[config.mk]
export PLATFORM = sky130hd
export DESIGN_NAME = instr_fetch_buffer
export DESIGN_NICKNAME = d
export VERILOG_FILES = /design/src/rtl/instr_fetch_buffer.sv
export SDC_FILE = /design/constraint.sdc
export NUM_CORES = 1
export LEC_CHECK = 0
export CAP_MARGIN = 15
export CORE_ASPECT_RATIO = 1.25
export CORE_MARGIN = 2
export CORE_UTILIZATION = 32
export DETAILED_ROUTE_END_ITERATION = 10
export PLACE_DENSITY = 0.58
export SYNTH_ARGS = -nofsm -noshare
export SYNTH_HDL_FRONTEND = slang
export SYNTH_SLANG_ARGS = --single-unit
[constraint.sdc]
create_clock -name clk -period 9.7 [get_ports clk]
set_input_delay 1.94 -clock clk [delete_from_list [all_inputs] [get_ports clk]]
set_output_delay 1.94 -clock clk [all_outputs]
set_load 0.01 [all_outputs]
[src/rtl/instr_fetch_buffer.sv]
// instr_fetch_buffer
// Circular FIFO of fetched instruction pairs between fetch and the dual-issue
// decoder. The oldest pair is presented to decode. A split issue lets decode
// take only the first instruction; the second is then presented alone.
// Optional feature: define IFB_BYPASS_EN so that, while the buffer is empty,
// a pushed pair drives the decode outputs combinationally in the same cycle.
module instr_fetch_buffer #(
    parameter int DEPTH    = 4,
    parameter int PC_WIDTH = 32
) (
    input  logic                  clk,
    input  logic                  reset,
    input  logic                  flush,
    input  logic                  fetchValid_IF,
    output logic                  fetchReady_IF,
    input  logic [PC_WIDTH-1:0]   pc_IF,
    input  logic [31:0]           instr_IF1,
    input  logic [31:0]           instr_IF2,
    input  logic [1:0]            consume_ID,
    output logic                  valid_ID,
    output logic                  instr2Valid_ID,
    output logic [31:0]           instr_ID1,
    output logic [31:0]           instr_ID2,
    output logic [PC_WIDTH-1:0]   pc_ID,
    output logic [$clog2(DEPTH):0] count
);

    localparam int                PW      = $clog2(DEPTH);
    localparam logic [31:0]       SPU_NOP = 32'h4020_0000;
    localparam logic [PW:0]       DEPTH_C = (PW + 1)'(DEPTH);
    localparam logic [PC_WIDTH-1:0] PC_STEP = PC_WIDTH'(4);

    logic [PC_WIDTH-1:0] pc_mem [DEPTH];
    logic [31:0]         i1_mem [DEPTH];
    logic [31:0]         i2_mem [DEPTH];

    logic [PW-1:0] head;
    logic [PW-1:0] tail;
    logic          split_head;

    logic push;
    logic bypass;
    logic take_first;
    logic take_both;
    logic do_push;
    logic do_pop;
    logic set_split;

    // Ready comes from the registered count only, so decode cannot reach fetch.
    assign fetchReady_IF = (count < DEPTH_C);
    assign push          = fetchValid_IF && fetchReady_IF && !flush;

`ifdef IFB_BYPASS_EN
    // Empty buffer plus a push: fetch inputs go straight to decode this cycle.
    assign bypass = push && (count == '0) && reset;
`else
    assign bypass = 1'b0;
`endif

    // Reserved encoding 3 and any request while nothing is valid are ignored.
    assign take_first = valid_ID && (consume_ID == 2'd1);
    assign take_both  = valid_ID && (consume_ID == 2'd2);

    // A bypassed pair fully consumed by decode never needs a storage slot.
    assign do_push   = push && !(bypass && take_both);
    assign do_pop    = !flush && (count != '0) && (take_both || (take_first && split_head));
    assign set_split = !flush && take_first && !split_head;

    // Head presentation: stored head entry, else bypassed fetch pair, else zeros.
    always_comb begin
        // NOTE: every output gets a default first so no branch can infer a latch.
        valid_ID       = 1'b0;
        instr2Valid_ID = 1'b0;
        instr_ID1      = '0;
        instr_ID2      = '0;
        pc_ID          = '0;
        if (count != '0) begin
            valid_ID = 1'b1;
            if (split_head) begin
                instr_ID1 = i2_mem[head];
                instr_ID2 = SPU_NOP;
                pc_ID     = pc_mem[head] + PC_STEP;
            end else begin
                instr2Valid_ID = 1'b1;
                instr_ID1      = i1_mem[head];
                instr_ID2      = i2_mem[head];
                pc_ID          = pc_mem[head];
            end
        end else if (bypass) begin
            valid_ID       = 1'b1;
            instr2Valid_ID = 1'b1;
            instr_ID1      = instr_IF1;
            instr_ID2      = instr_IF2;
            pc_ID          = pc_IF;
        end
    end

    // Pair storage write at the tail.
    // NOTE: storage has no reset; count marks which slots hold real data, so
    // stale contents are never presented.
    always_ff @(posedge clk) begin
        if (do_push) begin
            pc_mem[tail] <= pc_IF;
            i1_mem[tail] <= instr_IF1;
            i2_mem[tail] <= instr_IF2;
        end
    end

    // Pointer, occupancy and split-state update; flush empties the buffer.
    // NOTE: non-blocking assignments so every register sees pre-edge values.
    always_ff @(posedge clk or negedge reset) begin
        if (!reset) begin
            head       <= '0;
            tail       <= '0;
            count      <= '0;
            split_head <= 1'b0;
        end else if (flush) begin
            head       <= '0;
            tail       <= '0;
            count      <= '0;
            split_head <= 1'b0;
        end else begin
            if (do_push) tail <= tail + 1'b1;
            if (do_pop)  head <= head + 1'b1;
            case ({do_push, do_pop})
                2'b10:   count <= count + 1'b1;
                2'b01:   count <= count - 1'b1;
                default: count <= count;
            endcase
            if (do_pop)         split_head <= 1'b0;
            else if (set_split) split_head <= 1'b1;
        end
    end

endmodule

==> impl_results.md, run 1 <==
* Syn Nets at 926
* Initial DRC Count at 433
* Post-synth cell types at 46
* Most frequent cells in the layout: 384 x edfxtp_1, 203 x clkdlybuf4s50_1, 80 x mux4_2
* DP Wirelength at 22800 um
* Maximum VDD drop at 121 uV
* Status: completed
* Drt pass-1 iters at 5
* Gr usage total at 0.144
* Syn avg cell area at 19.6 um2
* Tot Pwr at 3.97 mW
* Switching power at 937 uW
* Initial antenna violation count at 3
* Clock Latency Late Sink at 0.55 ns
* Setup violators final at 0
* Initial Util at 0.324
* Worst setup skew after layout at 0.0205 ns
* CTS tree: built
* R2R cell count at 11
* Wire length per cell at 21.8 um
* Synth Register Bits at 392
* Part of the power in the clock network at 0.363
* Post-cts repair resize count at 0
* Filler instances at 4491
* RSZ-0062 raised after global routing: no
* Setup bufs post-CTS at 0
* Ant diodes at 0
* Crit path max-delay family: simple AND/OR/NAND/NOR gates
* H-tree levels at 2
* Flop2flop setup slack at 6.60 ns
* Root buf cell: clkbuf_16
* Largest area contributor in the synthesized netlist: edfxtp_1
* RePlAce Congestion at 0.827
* Die ar. at 51800 um2
* Vias at 8416
* Crit start category: flop
* Post-synthesis cell area at 16000 um2
* Finished Core Util at 0.404
* Synth-to-Final Area Change at 24.7%
* Worst R2R End: count[2]
* Fin. Hold Viols at 0
* # IOs at 204
* First-pass GRT wire length at 55100 um
* Placement-stage cell area at 18700 um2
* CTS Hold Bufs at 0
* WP data arrival at 4.78 ns
* Most used DFF post-synth: edfxtp_1
* PortBufs at 203
* Clk slew on worst S/H paths at 0.06 ns
* DRT antenna net count at 0
* CP Capture Type: output port
* Worst path max stage delay at 0.87 ns
* CP Class: reg2out
* Combinational power share at 0.146
* Switching Share at 0.236
* Crit share post-route at 0.692
* Worst-margin pin slew at 1.01 ns
* Worst hold path class: reg2reg
* Largest net degree at the start of global routing at 58
* CORE AREA at 49400 um2
* Chip width at 204 um
* Drt total wl at 37300 um
* Buf/Inv on CP at 2
* Cells after Synth at 818
* Critical Path RT at 7.76 ns
* Power per standard cell area at 199 nW/um2
* Layout cell share with drive strength beyond 1 at 0.156
* Max-Cap Viols at 0
* Most common cell after layout, fill and taps aside: edfxtp_1
* Register area share after synthesis at 0.733
* Power Internal at 3.03 mW
* Critical-path cell list: buf_4 > mux4_1 > nand3_1 > or4_1 > or4_1 > a21oi_1 > clkdlybuf4s50_1
* Synth top area cells: edfxtp_1 72%, mux4_2 11%, mux4_1 2.5%
* CP max FO at 36
* Vias in the first global route at 8845
* Async set or reset register ratio after synthesis at 0.0204
* FMAX at 149 MHz
* Period minus WS final at 6.72 ns
* Most frequent CP cell: or4_1
* Overflow after GRT at 0
* Die Height at 254 um
* Post-synth EDFFs at 384
* Nets at 1140
* Yosys warns at 0
* Reg power frac at 0.491
* Relative slew margins at 0.329
* WHS Endpoint: count[0]
* Post-route cell area at 20000 um2
* Slew Limit Fails at 0
* Hold Crit Start: count[0]
* Yosys top cell area share at 0.720
* Hold path depth at 1
* Total CTS buffers at 41
* Worst R2R Start: count[1]
* Vias per Instance at 4.91
* CP max stage cell: dfrtp_4
* Core Rows at 91
* TNS Setup at 0 ns
* Post-detailed-route DRC marker count at 0
* CTS sink count at 392
* Leak at 6.10 nW
* Clk buf depth at 3
[worst max path at each step]
stage            start            to  slack [ns]  cells past startpoint
6_report       head[0]     pc_ID[22]        2.98                      7
5_1_grt        head[0]     pc_ID[22]        2.60                      7
4_1_cts        head[0]     pc_ID[22]        2.82                      7
3_5_place_dp   head[0]     pc_ID[22]        3.42                      7
3_3_place_gp   head[0]     pc_ID[26]        3.44                      7
2_1_floorplan    flush  i1_mem[0][0]        4.69                      3
[registers in the layout, indices dropped and copies added (netlist names)]
| signal | cells |
|---|---|
| pc_mem | 128 |
| split_head | 1 |
| tail | 2 |
| i1_mem | 128 |
| i2_mem | 128 |
| head | 2 |
| count | 3 |
[layout make-up]
| class | instances | area, um2 | area share |
|---|---|---|---|
| well taps | 651 | 815 | 0.0408 |
| inverters | 8 | 30.0 | 0.00150 |
| multi-input cells | 375 | 4020 | 0.202 |
| clock buffers | 49 | 1080 | 0.0540 |
| clock inverters | 24 | 155 | 0.00777 |
| flip-flops and latches | 392 | 11700 | 0.588 |
| repair buffers | 214 | 2110 | 0.106 |
[kinds of logic after synthesis]
family | after synthesis | synth area share
muxes | 134 | 0.163
DFF | 392 | 0.733
AOI/OAI and AO/OA | 44 | 0.0165
adders and majority gates | 6 | 0.00516
buffers and inverters | 51 | 0.0173
xor gates and xnor gates | 12 | 0.00657
and+or+nand+nor | 179 | 0.0592
[routing by layer]
layer,vias up,track usage,share of wire
met1,4354,0.175,0.41
met2,237,0.257,0.52
met4,2,0.0356,0.017
met5,-,0,0.00035
li1,3772,-,-
met3,51,0.0337,0.054
[cells in the mapped netlist (9+ instances only)]
cell / count
clkbuf_1: 19
or4_1: 12
a21oi_1: 19
mux4_1: 15
mux4_2: 80
buf_2: 10
nand2_1: 19
nor3_1: 10
xnor2_1: 9
o21ai_0: 9
o31ai_1: 12
mux2i_1: 37
nand4_1: 9
nor2_1: 56
edfxtp_1: 384
and2_1: 42
[per-stage QoR]
stage               hold slack, ns  setup WS [ns]  std cells
detailed placement           0.586           3.42       1640
CTS                          0.594           2.82       1713
finish                       0.582           2.98       1713
floorplan                    0.562           4.69        818
global placement             0.585           3.44       1640
global route                 0.622           2.60       1713
[power by group through the flow]
stage	logic, mW	registers [mW]	clock network (mW)
4_1_cts	0.592	1.95	1.50
5_1_grt	0.625	1.95	1.56
3_5_place_dp	0.589	1.99	0
2_1_floorplan	0.300	1.97	0
6_report	0.578	1.95	1.44
3_3_place_gp	0.586	1.98	0
No activity file was read; power rests on OpenSTA's default activity.
==> inputs of run 2 (changes only) <==
- clock period: 9.7 -> 6.37 ns (I/O delays scaled with it)
==> run 2 against run 1 <==
  * Core utilization is 0.30 points higher
  * Worst setup slack lost 2.1 ns
  * Clock skew down 0.0030 ns
  * Largest cell class unchanged
  * Highest routed layer unchanged
==> impl_results.md, run 2 (synthesis gave the netlist of run 1 again) <==
* Root buf cell: clkbuf_16 (unchanged)
* First-pass GRT wire length at 56100 um (was 55100 um)
* Vias in the first global route at 9102 (was 8845)
* CORE AREA at 49400 um2 (unchanged)
* PnR worst setup slack at 0.902 ns (was 2.98 ns)
* Combinational power share at 0.145 (was 0.146)
* Crit share post-route at 0.858
* Post-detailed-route DRC marker count at 0 (unchanged)
* Status: completed (unchanged)
* CTS Hold Bufs at 0 (unchanged)
* Total CTS buffers at 42 (was 41)
* CP max stage cell: or4_1 (was dfrtp_4)
* Critical Path RT at 5.10 ns (was 7.76 ns)
* Pre-CTS setup slack at 1.44 ns (was 3.42 ns)
* Ant diodes at 0 (unchanged)
* Period minus WS final at 5.47 ns
* Drt pass-1 iters at 5 (unchanged)
* CP max FO at 30 (was 36)
* Reg power frac at 0.478 (was 0.491)
* Drt total wl at 37300 um (unchanged)
* CP Class: reg2out (unchanged)
* Initial antenna violation count at 3 (unchanged)
* PortBufs at 203 (unchanged)
* Flop2flop setup slack at 3.67 ns (was 6.60 ns)
* Tot Pwr at 6.19 mW (was 3.97 mW)
* Gr usage total at 0.146 (was 0.144)
* Power per standard cell area at 308 nW/um2 (was 199 nW/um2)
* Switching power at 1.46 mW (was 937 uW)
* Buf/Inv on CP at 2 (unchanged)
* Most frequent CP cell: or4_1 (unchanged)
* Worst R2R Start: count[0] (was count[1])
* WHS Endpoint: count[1] (was count[0])
* Synth-to-Final Area Change at 25.6% (was 24.7%)
* Maximum VDD drop at 255 uV (was 121 uV)
* DRT antenna net count at 0 (unchanged)
* Initial Util at 0.324 (unchanged)
* CTS tree: built (unchanged)
* Switching Share at 0.236 (about the same)
* CP Capture Type: output port (unchanged)
* Placement-stage cell area at 18800 um2 (was 18700 um2)
* Hold Crit Start: count[1] (was count[0])
* Initial DRC Count at 542 (was 433)
* Vias per Instance at 4.92 (was 4.91)
* Wire length per cell at 21.7 um (was 21.8 um)
* Crit start category: flop (unchanged)
* Most common cell after layout, fill and taps aside: edfxtp_1 (unchanged)
* Worst R2R End: count[2] (unchanged)
* Hold path depth at 1 (unchanged)
* Max-Cap Viols at 0 (unchanged)
* Overflow after GRT at 0 (unchanged)
* Slew Limit Fails at 0 (unchanged)
* H-tree levels at 2 (unchanged)
* Relative slew margins at 0.306 (was 0.329)
* RePlAce Congestion at 0.801 (was 0.827)
* WP data arrival at 4.19 ns (was 4.78 ns)
* Die ar. at 51800 um2 (unchanged)
* Largest net degree at the start of global routing at 95 (was 58)
* Finished Core Util at 0.407 (was 0.404)
* Post-cts repair resize count at 0 (unchanged)
* Clk buf depth at 3 (unchanged)
* Most frequent cells in the layout: 384 x edfxtp_1, 203 x clkdlybuf4s50_1, 80 x mux4_2 (unchanged)
* Fin. Hold Viols at 0 (unchanged)
* Crit path max-delay family: simple AND/OR/NAND/NOR gates (unchanged)
* Part of the power in the clock network at 0.377 (was 0.363)
* Power Internal at 4.73 mW (was 3.03 mW)
* Worst path max stage delay at 0.68 ns (was 0.87 ns)
* TNS Setup at 0 ns (unchanged)
* Layout cell share with drive strength beyond 1 at 0.164 (was 0.156)
* Top flop regs: i1_mem (128), i2_mem (128), pc_mem (128) (unchanged)
* Core Rows at 91 (unchanged)
* Nets at 1141 (was 1140)
* Setup bufs post-CTS at 0 (unchanged)
* Clk slew on worst S/H paths at 0.06 ns (about the same)
* # IOs at 204 (unchanged)
* Worst-margin pin slew at 1.04 ns (was 1.01 ns)
* Chip width at 204 um (unchanged)
* Leak at 6.17 nW (was 6.10 nW)
* Worst setup skew after layout at 0.0175 ns (was 0.0205 ns)
* CTS sink count at 392 (unchanged)
* Vias at 8447 (was 8416)
* Worst hold path class: reg2reg (unchanged)
* FMAX at 183 MHz
* RSZ-0062 raised after global routing: no (unchanged)
* Setup violators final at 0 (unchanged)
* Clock Latency Late Sink at 0.55 ns (about the same)
* DP Wirelength at 22100 um (was 22800 um)
* R2R cell count at 10 (was 11)
* Post-route cell area at 20100 um2 (was 20000 um2)
* Critical-path cell list: buf_4 > mux4_1 > nand3_1 > or4_1 > or4_1 > a21oi_1 > clkdlybuf4s50_1 (unchanged)
* Die Height at 254 um (unchanged)
-- run 2: through the flow --
step / hold WS [ns] / cells
after floorplan: 0.562 / 818
after global placement: 0.599 / 1640
after detailed placement: 0.604 / 1640
after CTS: 0.619 / 1716
after global routing: 0.670 / 1716
final: 0.617 / 1716
-- run 2: power groups by stage --
stage / Sequential, mW / Combinational, mW / Clock, mW
CTS: 2.96 / 0.914 / 2.42
global placement: 3.01 / 0.905 / 0
finish: 2.96 / 0.895 / 2.34
global route: 2.97 / 0.967 / 2.51
floorplan: 3.00 / 0.457 / 0
detailed placement: 3.02 / 0.910 / 0
-- run 2: layout make-up --
class / count / area, um2
Tap cell: 651 / 815
Timing Repair Buffer: 214 / 2180
Clock inverter: 25 / 211
Inverter: 8 / 30.0
Fill cell: 4485 / 29300
Clock buffer: 51 / 1110
Multi-Input combinational cell: 375 / 4020
Sequential cell: 392 / 11700
-- run 2: worst max path at each step --
| stage | slack [ns] | start | end | depth (start not counted) |
|---|---|---|---|---|
| 2_1_floorplan | 2.02 | flush | i1_mem[0][0] | 3 |
| 3_3_place_gp | 1.46 | head[1] | pc_ID[26] | 7 |
| 3_5_place_dp | 1.44 | head[1] | pc_ID[22] | 7 |
| 4_1_cts | 0.84 | head[1] | pc_ID[24] | 7 |
| 5_1_grt | 0.62 | head[0] | pc_ID[26] | 7 |
| 6_report | 0.90 | head[1] | pc_ID[24] | 7 |
-- run 2: routing by layer --
| layer | vias up | part of all wire | track usage |
|---|---|---|---|
| li1 | 3778 | - | - |
| met1 | 4346 | 0.42 | 0.182 |
| met2 | 255 | 0.50 | 0.252 |
| met3 | 62 | 0.059 | 0.0364 |
| met4 | 6 | 0.020 | 0.0391 |
| met5 | - | 0.0012 | 0 |
